**src/rtl/imm_extend_pipe.sv**
```systemverilog
// Immediate-extension stage: a 2-entry ready/valid FIFO that stores extended immediates with their tags.
// Define EXT_CNT_EN to build the saturating completed-transfer counter on ext_cnt; otherwise ext_cnt is tied to 0.
module imm_extend_pipe #(
  parameter int IMM_W  = 16,
  parameter int DATA_W = 32,
  parameter int TAG_W  = 32
) (
  input  logic              clk,
  input  logic              rst_n,
  input  logic              in_valid,
  output logic              in_ready,
  input  logic [IMM_W-1:0]  in_imm,
  input  logic [1:0]        in_op,
  input  logic [TAG_W-1:0]  in_tag,
  input  logic              flush,
  output logic              out_valid,
  input  logic              out_ready,
  output logic [DATA_W-1:0] out_data,
  output logic [TAG_W-1:0]  out_tag,
  output logic [15:0]       ext_cnt
);

  typedef enum logic [1:0] {EMPTY, ONE, FULL} state_t;

  state_t state, next_state;
  logic push, pop;
  logic [DATA_W-1:0] sext, ext;
  logic [DATA_W-1:0] data0, data1;
  logic [TAG_W-1:0]  tag0, tag1;

  assign push = in_valid && in_ready && !flush;
  assign pop  = out_valid && out_ready && !flush;

  always_comb begin
    sext = {{(DATA_W-IMM_W){in_imm[IMM_W-1]}}, in_imm};
    case (in_op)
      2'd0:    ext = sext;
      2'd1:    ext = {{(DATA_W-IMM_W){1'b0}}, in_imm};
      2'd2:    ext = {in_imm, {(DATA_W-IMM_W){1'b0}}};
      default: ext = sext << 2;
    endcase
  end

  always_ff @(posedge clk or negedge rst_n) begin
    if (!rst_n) state <= EMPTY;
    else        state <= next_state;
  end

  always_comb begin
    next_state = state;
    if (flush) begin
      next_state = EMPTY;
    end else begin
      case (state)
        EMPTY:   if (push) next_state = ONE;
        ONE: begin
          if (push && !pop)      next_state = FULL;
          else if (pop && !push) next_state = EMPTY;
        end
        FULL:    if (pop) next_state = ONE;
        default: next_state = EMPTY;
      endcase
    end
  end

  // Slot 0 always holds the oldest item; a pop shifts slot 1 down.
  always_ff @(posedge clk or negedge rst_n) begin
    if (!rst_n) begin
      data0 <= '0;
      data1 <= '0;
      tag0  <= '0;
      tag1  <= '0;
    end else if (!flush) begin
      case (state)
        EMPTY: if (push) begin
          data0 <= ext;
          tag0  <= in_tag;
        end
        ONE: begin
          if (push && pop) begin
            data0 <= ext;
            tag0  <= in_tag;
          end else if (push) begin
            data1 <= ext;
            tag1  <= in_tag;
          end
        end
        FULL: if (pop) begin
          data0 <= data1;
          tag0  <= tag1;
        end
        default: ;
      endcase
    end
  end

  always_comb begin
    in_ready  = (state != FULL);
    out_valid = (state != EMPTY);
    out_data  = out_valid ? data0 : '0;
    out_tag   = out_valid ? tag0  : '0;
  end

`ifdef EXT_CNT_EN
  logic [15:0] cnt;

  always_ff @(posedge clk or negedge rst_n) begin
    if (!rst_n)                      cnt <= '0;
    else if (pop && cnt != 16'hFFFF) cnt <= cnt + 16'd1;
  end

  assign ext_cnt = cnt;
`else
  assign ext_cnt = '0;
`endif

endmodule
```
**config.mk**
```make
export PLATFORM = sky130hd
export DESIGN_NAME = imm_extend_pipe
export DESIGN_NICKNAME = d
export VERILOG_FILES = /design/src/rtl/imm_extend_pipe.sv
export SDC_FILE = /design/constraint.sdc
export NUM_CORES = 1
export LEC_CHECK = 0
export BUFFER_PORTS_ARGS = -buffer_cell sky130_fd_sc_hd__buf_2
export CAP_MARGIN = 30
export CORE_MARGIN = 8
export CORE_UTILIZATION = 35
export DETAILED_ROUTE_END_ITERATION = 16
export PLACE_DENSITY = 0.56
export SLEW_MARGIN = 20
export SYNTH_ARGS = -nofsm -noshare
export SYNTH_HDL_FRONTEND = slang
export SYNTH_SLANG_ARGS = --single-unit
```
**constraint.sdc**
```tcl
create_clock -name clk -period 1.5 [get_ports clk]
set_clock_uncertainty 0.05 [all_clocks]
set_input_delay 0.225 -clock clk [delete_from_list [all_inputs] [get_ports clk]]
set_output_delay 0.225 -clock clk [all_outputs]
set_load 0.1 [all_outputs]
```
## Yosys cells after proc, flatten, opt, wreduce, memory -nomap -nowiden

Index checks and enable logic that the tools add are counted.

- Register bits: 130
- Input port bits: 55
- Logic and storage cells: 52

- Equality and inequality tests: 11
- Mux-type cells: 17
- Bitwise operators: 2
- Reduce and logical (&&, ||, !) cells: 17

Operators by type and width:

| kind | number |
|---|---|
| 32-bit case mux with 3 select lines | 3 |
| 32-bit two-way mux | 8 |
| 2-bit two-way mux | 5 |
| 2-bit != test (second input constant) | 4 |
| 1-bit logical AND | 7 |
| 3-bit != test (second input constant) | 2 |
| 2-bit case mux with 3 select lines | 1 |
| 5-bit AND reduction | 1 |
| 2-bit by 1-bit == test with 1-bit output (second input constant) | 2 |
| 2-bit == test (second input constant) | 2 |
| 2-bit logical NOT | 2 |
| 4-bit != test (second input constant) | 1 |
| 4-bit AND reduction | 1 |
| 1-bit logical NOT | 3 |
| 3-bit AND reduction | 1 |
| 3-bit nonzero test | 1 |
| 1-bit NOT | 2 |
| 2-bit nonzero test | 1 |

## Logic depth before layout (Yosys ltp)

- Depth after elaboration: 9
- Depth in mapped cells: 8
- Depth with buffers taken out: 5

## Worst setup path after synthesis

OpenSTA, ideal clock, no wires.

- Path type: reg-to-output
- Start point: register state[1]
- End point: output out_data[10]
- Arrival time: 2.196 ns
- Required time: 1.225 ns
- Path slack: -0.971 ns
- Cell stages (with the launch flop): 5
- Path through: dfrtp_1 > nor2_1 > clkbuf_1 > clkbuf_1 > nor2b_1

- Cells in the longest elaborated chain, start to end: 2

Ends and longest elaborated chain:

| element | RTL line | text |
|---|---|---|
| from (decl) | 25 | `state_t state, next_state;` |
| from (signal assigned) | 46 | `else state <= next_state;` |
| 2-bit nonzero test | 99 | `out_valid = (state != EMPTY);` |
| 32-bit two-way mux | 100 | `out_data = out_valid ? data0 : '0;` |
| to (decl) | 18 | `output logic [DATA_W-1:0] out_data,` |

No other way between the ends.

## Final worst setup path

Ends and elaborated chain as after synthesis.

==> results.py <==
metrics = {
    "power": {
        "p_per_area_nw_per_um2": 1200,
        "leakagePower_nw": 5.17,
        "peakVddDrop_mv": 0.943,
    },
    "placement": {
        "pre_cts_ws_ps": -212,
        "port_buffers": 120,
        "dp_hpwl_um": 13000,
        "gp_congestion": 0.818,
        "placed_cells": 1065,
        "placedInstanceArea_um2": 9300,
    },
    "sta": {
        "setup_viol": 195,
        "layout_setup_ws_ps": -499,
        "period_share_pct": 133,
        "whs_ps": 63.8,
        "hold_viol_final": 0,
        "tightest_slew_ps": 501,
        "max_freq_mhz": 500,
        "slew_viol_final": 0,
        "tns_ps": -58080,
        "rsz0062_at_grt": "yes",
        "fin_crit_ps": 2000,
        "slew_headroom_pct": 66.3,
    },
    "die": {
        "die_h_um": 153,
        "core_area_um2": 18600,
        "ios": 137,
        "die_w_um": 153,
        "dieArea_um2": 23500,
        "std_cell_rows": 50,
        "start_util_pct": 35.5,
    },
    "status": {
        "failed_checks": "negative setup slack",
        "status": "finished with violations",
    },
    "critical_path": {
        "cp_slowest_stage_delay_ps": 390,
        "cp_cell_sequence": "buf_6 -> nor2_4 -> buf_12 -> buf_12 -> nor2b_2 -> buf_12",
        "critical_path_class": "register to output port",
        "startpoint_type": "register",
        "critPathMaxFanout": 14,
        "regToRegStartpoint": "state[1]",
        "worst-path-buf-inv": 4,
        "required_ps": 1220,
        "slowest_stage": "dfrtp_1",
        "cp_top_family": "buffers and inverters",
        "cp.arrival_ps": 1720,
        "startpoint": "state[1]",
        "path_common_cell": "buf_12",
        "end_kind": "output port",
    },
    "global_route": {
        "grt_max_degree": 50,
        "grt_usage_pct": 17.5,
        "grt_pass1_vias": 5997,
        "grt_pass1_wl_um": 32900,
        "antenna_found_initial": 0,
        "grt-ovfl-total": 0,
    },
    "logic_synthesis": {
        "yosys_warnings": 0,
        "synth-seq-cells": 130,
        "synth_area_per_cell_um2": 9.29,
        "ys_seq_area_share_pct": 49.3,
        "synth_edf_count": 0,
        "netlist_area_um2": 6590,
        "ys.flop_type": "dfrtp_1",
        "synthArstFlopShare_pct": 100,
        "syn_inst": 710,
        "yosysUniqueCellTypes": 36,
    },
    "clock_network": {
        "cts.sinks": 130,
        "clk_latency_ps": 420,
        "cts_made_buffers": 17,
        "root_buffer": "clkbuf_16",
        "clk_pin_slew_ps": 60,
        "htree_levels": 4,
        "cts_buffer_depth": 2,
        "cts_tree": "built",
    },
    "drt": {
        "drtPass1Iterations": 5,
        "vias_per_cell": 5.00,
        "post-route-drc-count": 0,
        "drt-total-wl_um": 21200,
        "drt_iter0_drc": 304,
        "num_vias": 5871,
        "ant_nets": 0,
        "detail_route.wl_per_cell_um": 18.0,
    },
    "run": {
        "maxCapViolations": 0,
    },
    "final_layout": {
        "design_area_um2": 11500,
        "seqCellArea_um2": 3250,
        "layout.nets": 982,
        "multi_input_area_um2": 3790,
        "syn_to_final_growth_pct": 73.9,
        "stdcell_count": 1174,
        "n_fill_cell": 1446,
        "diodes": 0,
        "drive_above_1_share_pct": 46.3,
    },
    "worst_hold_path": {
        "hold_start": "out_ready",
        "min_path_type": "input port to register",
    },
}
[final timing paths]
| path | cells after the start | endpoint | slack, ps |
|---|---|---|---|
| min | 3 | state[1] | 60 |
| max reg2reg | 8 | data0[28] | -360 |
| max in group asynchronous | 3 | tag1[30] | 630 |
| min in group asynchronous | 2 | tag0[11] | 230 |
| min reg2reg | 2 | tag1[3] | 420 |
| max | 6 | out_data[10] | -500 |
[per-stage QoR]
step                      utilization, %  total power [mW]
after floorplan                        -              7.59
after global placement              50.1              8.93
after detailed placement            50.1              9.00
after CTS                           59.2              13.6
after global routing                61.7              14.3
final                               61.7              13.7
[synth_stat cells, types with 3 or more instances]
cell type / n / share of area, %
a21oi_1: 29 / 2.2
a31oi_1: 16 / 1.5
and2b_1: 6 / 0.68
buf_1: 4 / 0.23
buf_2: 19 / 1.4
buf_4: 17 / 1.9
buf_6: 5 / 0.85
clkbuf_1: 29 / 1.7
dfrtp_1: 130 / 49
mux2_1: 5 / 0.85
mux2_4: 10 / 2.3
mux2i_1: 35 / 5.3
nand2_1: 120 / 6.8
nor2_1: 32 / 1.8
nor2b_1: 91 / 8.6
o21ai_0: 70 / 5.3
o21ai_1: 49 / 3.7
o21ai_2: 10 / 1.3
o2bb2ai_1: 11 / 1.5
o2bb2ai_2: 3 / 0.68
[cells by family after synthesis]
logic type             count (synthesis)  share of synthesized area [%]
AOI/OAI and AO/OA                    192                           16.7
DFF                                  130                           49.3
other                                  1                         0.0569
and+or+nand+nor                      260                           19.2
muxes                                 50                           8.45
buffers and inverters                 77                           6.28
[tightest hold or removal path, stage by stage]
cell,delay [ps]
buf_2,110
buf_4,120
nor3_1,50
[sequential cells by signal (all words and copies together), names as in the netlist]
register / count
state: 2
tag0: 32
data0: 32
tag1: 32
data1: 32
[final cells by class]
type / count / area share [%]
Inverter: 3 / 0.142
Tap cell: 234 / 2.55
Timing Repair Buffer: 257 / 30.7
Clock inverter: 15 / 1.46
Sequential cell: 130 / 28.4
Multi-Input combinational cell: 518 / 33.1
Clock buffer: 17 / 3.71
[layout by cell type (no fill, tap or decap), drive strengths merged]
| master | synthesis | layout |
|---|---|---|
| bufinv | 0 | 3 |
| and3b | 1 | 1 |
| or3 | 1 | 1 |
| dlygate4sd3 | 0 | 33 |
| mux2i | 35 | 35 |
| a31oi | 16 | 16 |
| clkbuf | 29 | 22 |
| and2 | 3 | 3 |
| or2 | 1 | 1 |
| bufbuf | 0 | 2 |
| nand2 | 120 | 120 |
| dfrtp | 130 | 130 |
| buf | 45 | 217 |
| nor3 | 2 | 2 |
| inv | 3 | 2 |
| nand2b | 2 | 2 |
| o22a | 1 | 1 |
| conb | 1 | 16 |
| clkinv | 0 | 12 |
| o21a | 1 | 1 |
| and2b | 6 | 6 |
| clkinvlp | 0 | 1 |
| o22ai | 1 | 1 |
| nor2 | 32 | 32 |
| nor2b | 91 | 91 |
| or3b | 1 | 1 |
| mux2 | 15 | 15 |
| o21ai | 129 | 129 |
| a21oi | 30 | 30 |
| o2bb2ai | 14 | 14 |
[routing by layer]
layer	up-vias	global-route usage, %	routed length, µm
met4	0	5.66	311
met5	-	0	0
li1	2808	-	-
met2	130	28.8	10400
met3	25	4.45	982
met1	2908	22.0	9490
[power breakdown]
part	total [mW]	switching, mW	leakage, nW	internal, mW
sequential	4.75	0.472	1.63	4.28
combinational	4.77	2.68	3.24	2.09
clock	4.19	1.59	0.296	2.60
[repair_timing]
action / in CTS / in global routing
gates resized for setup: 78 / 72
setup endpoints to repair: 180 / 195
endpoints found under the hold margin: 52 / 0
setup buffers: 10 / 15
cloned: 15 / 5
pin swaps: 18 / 11
hold buffers: 33 / 0
Power figures use the tool's default switching activity.
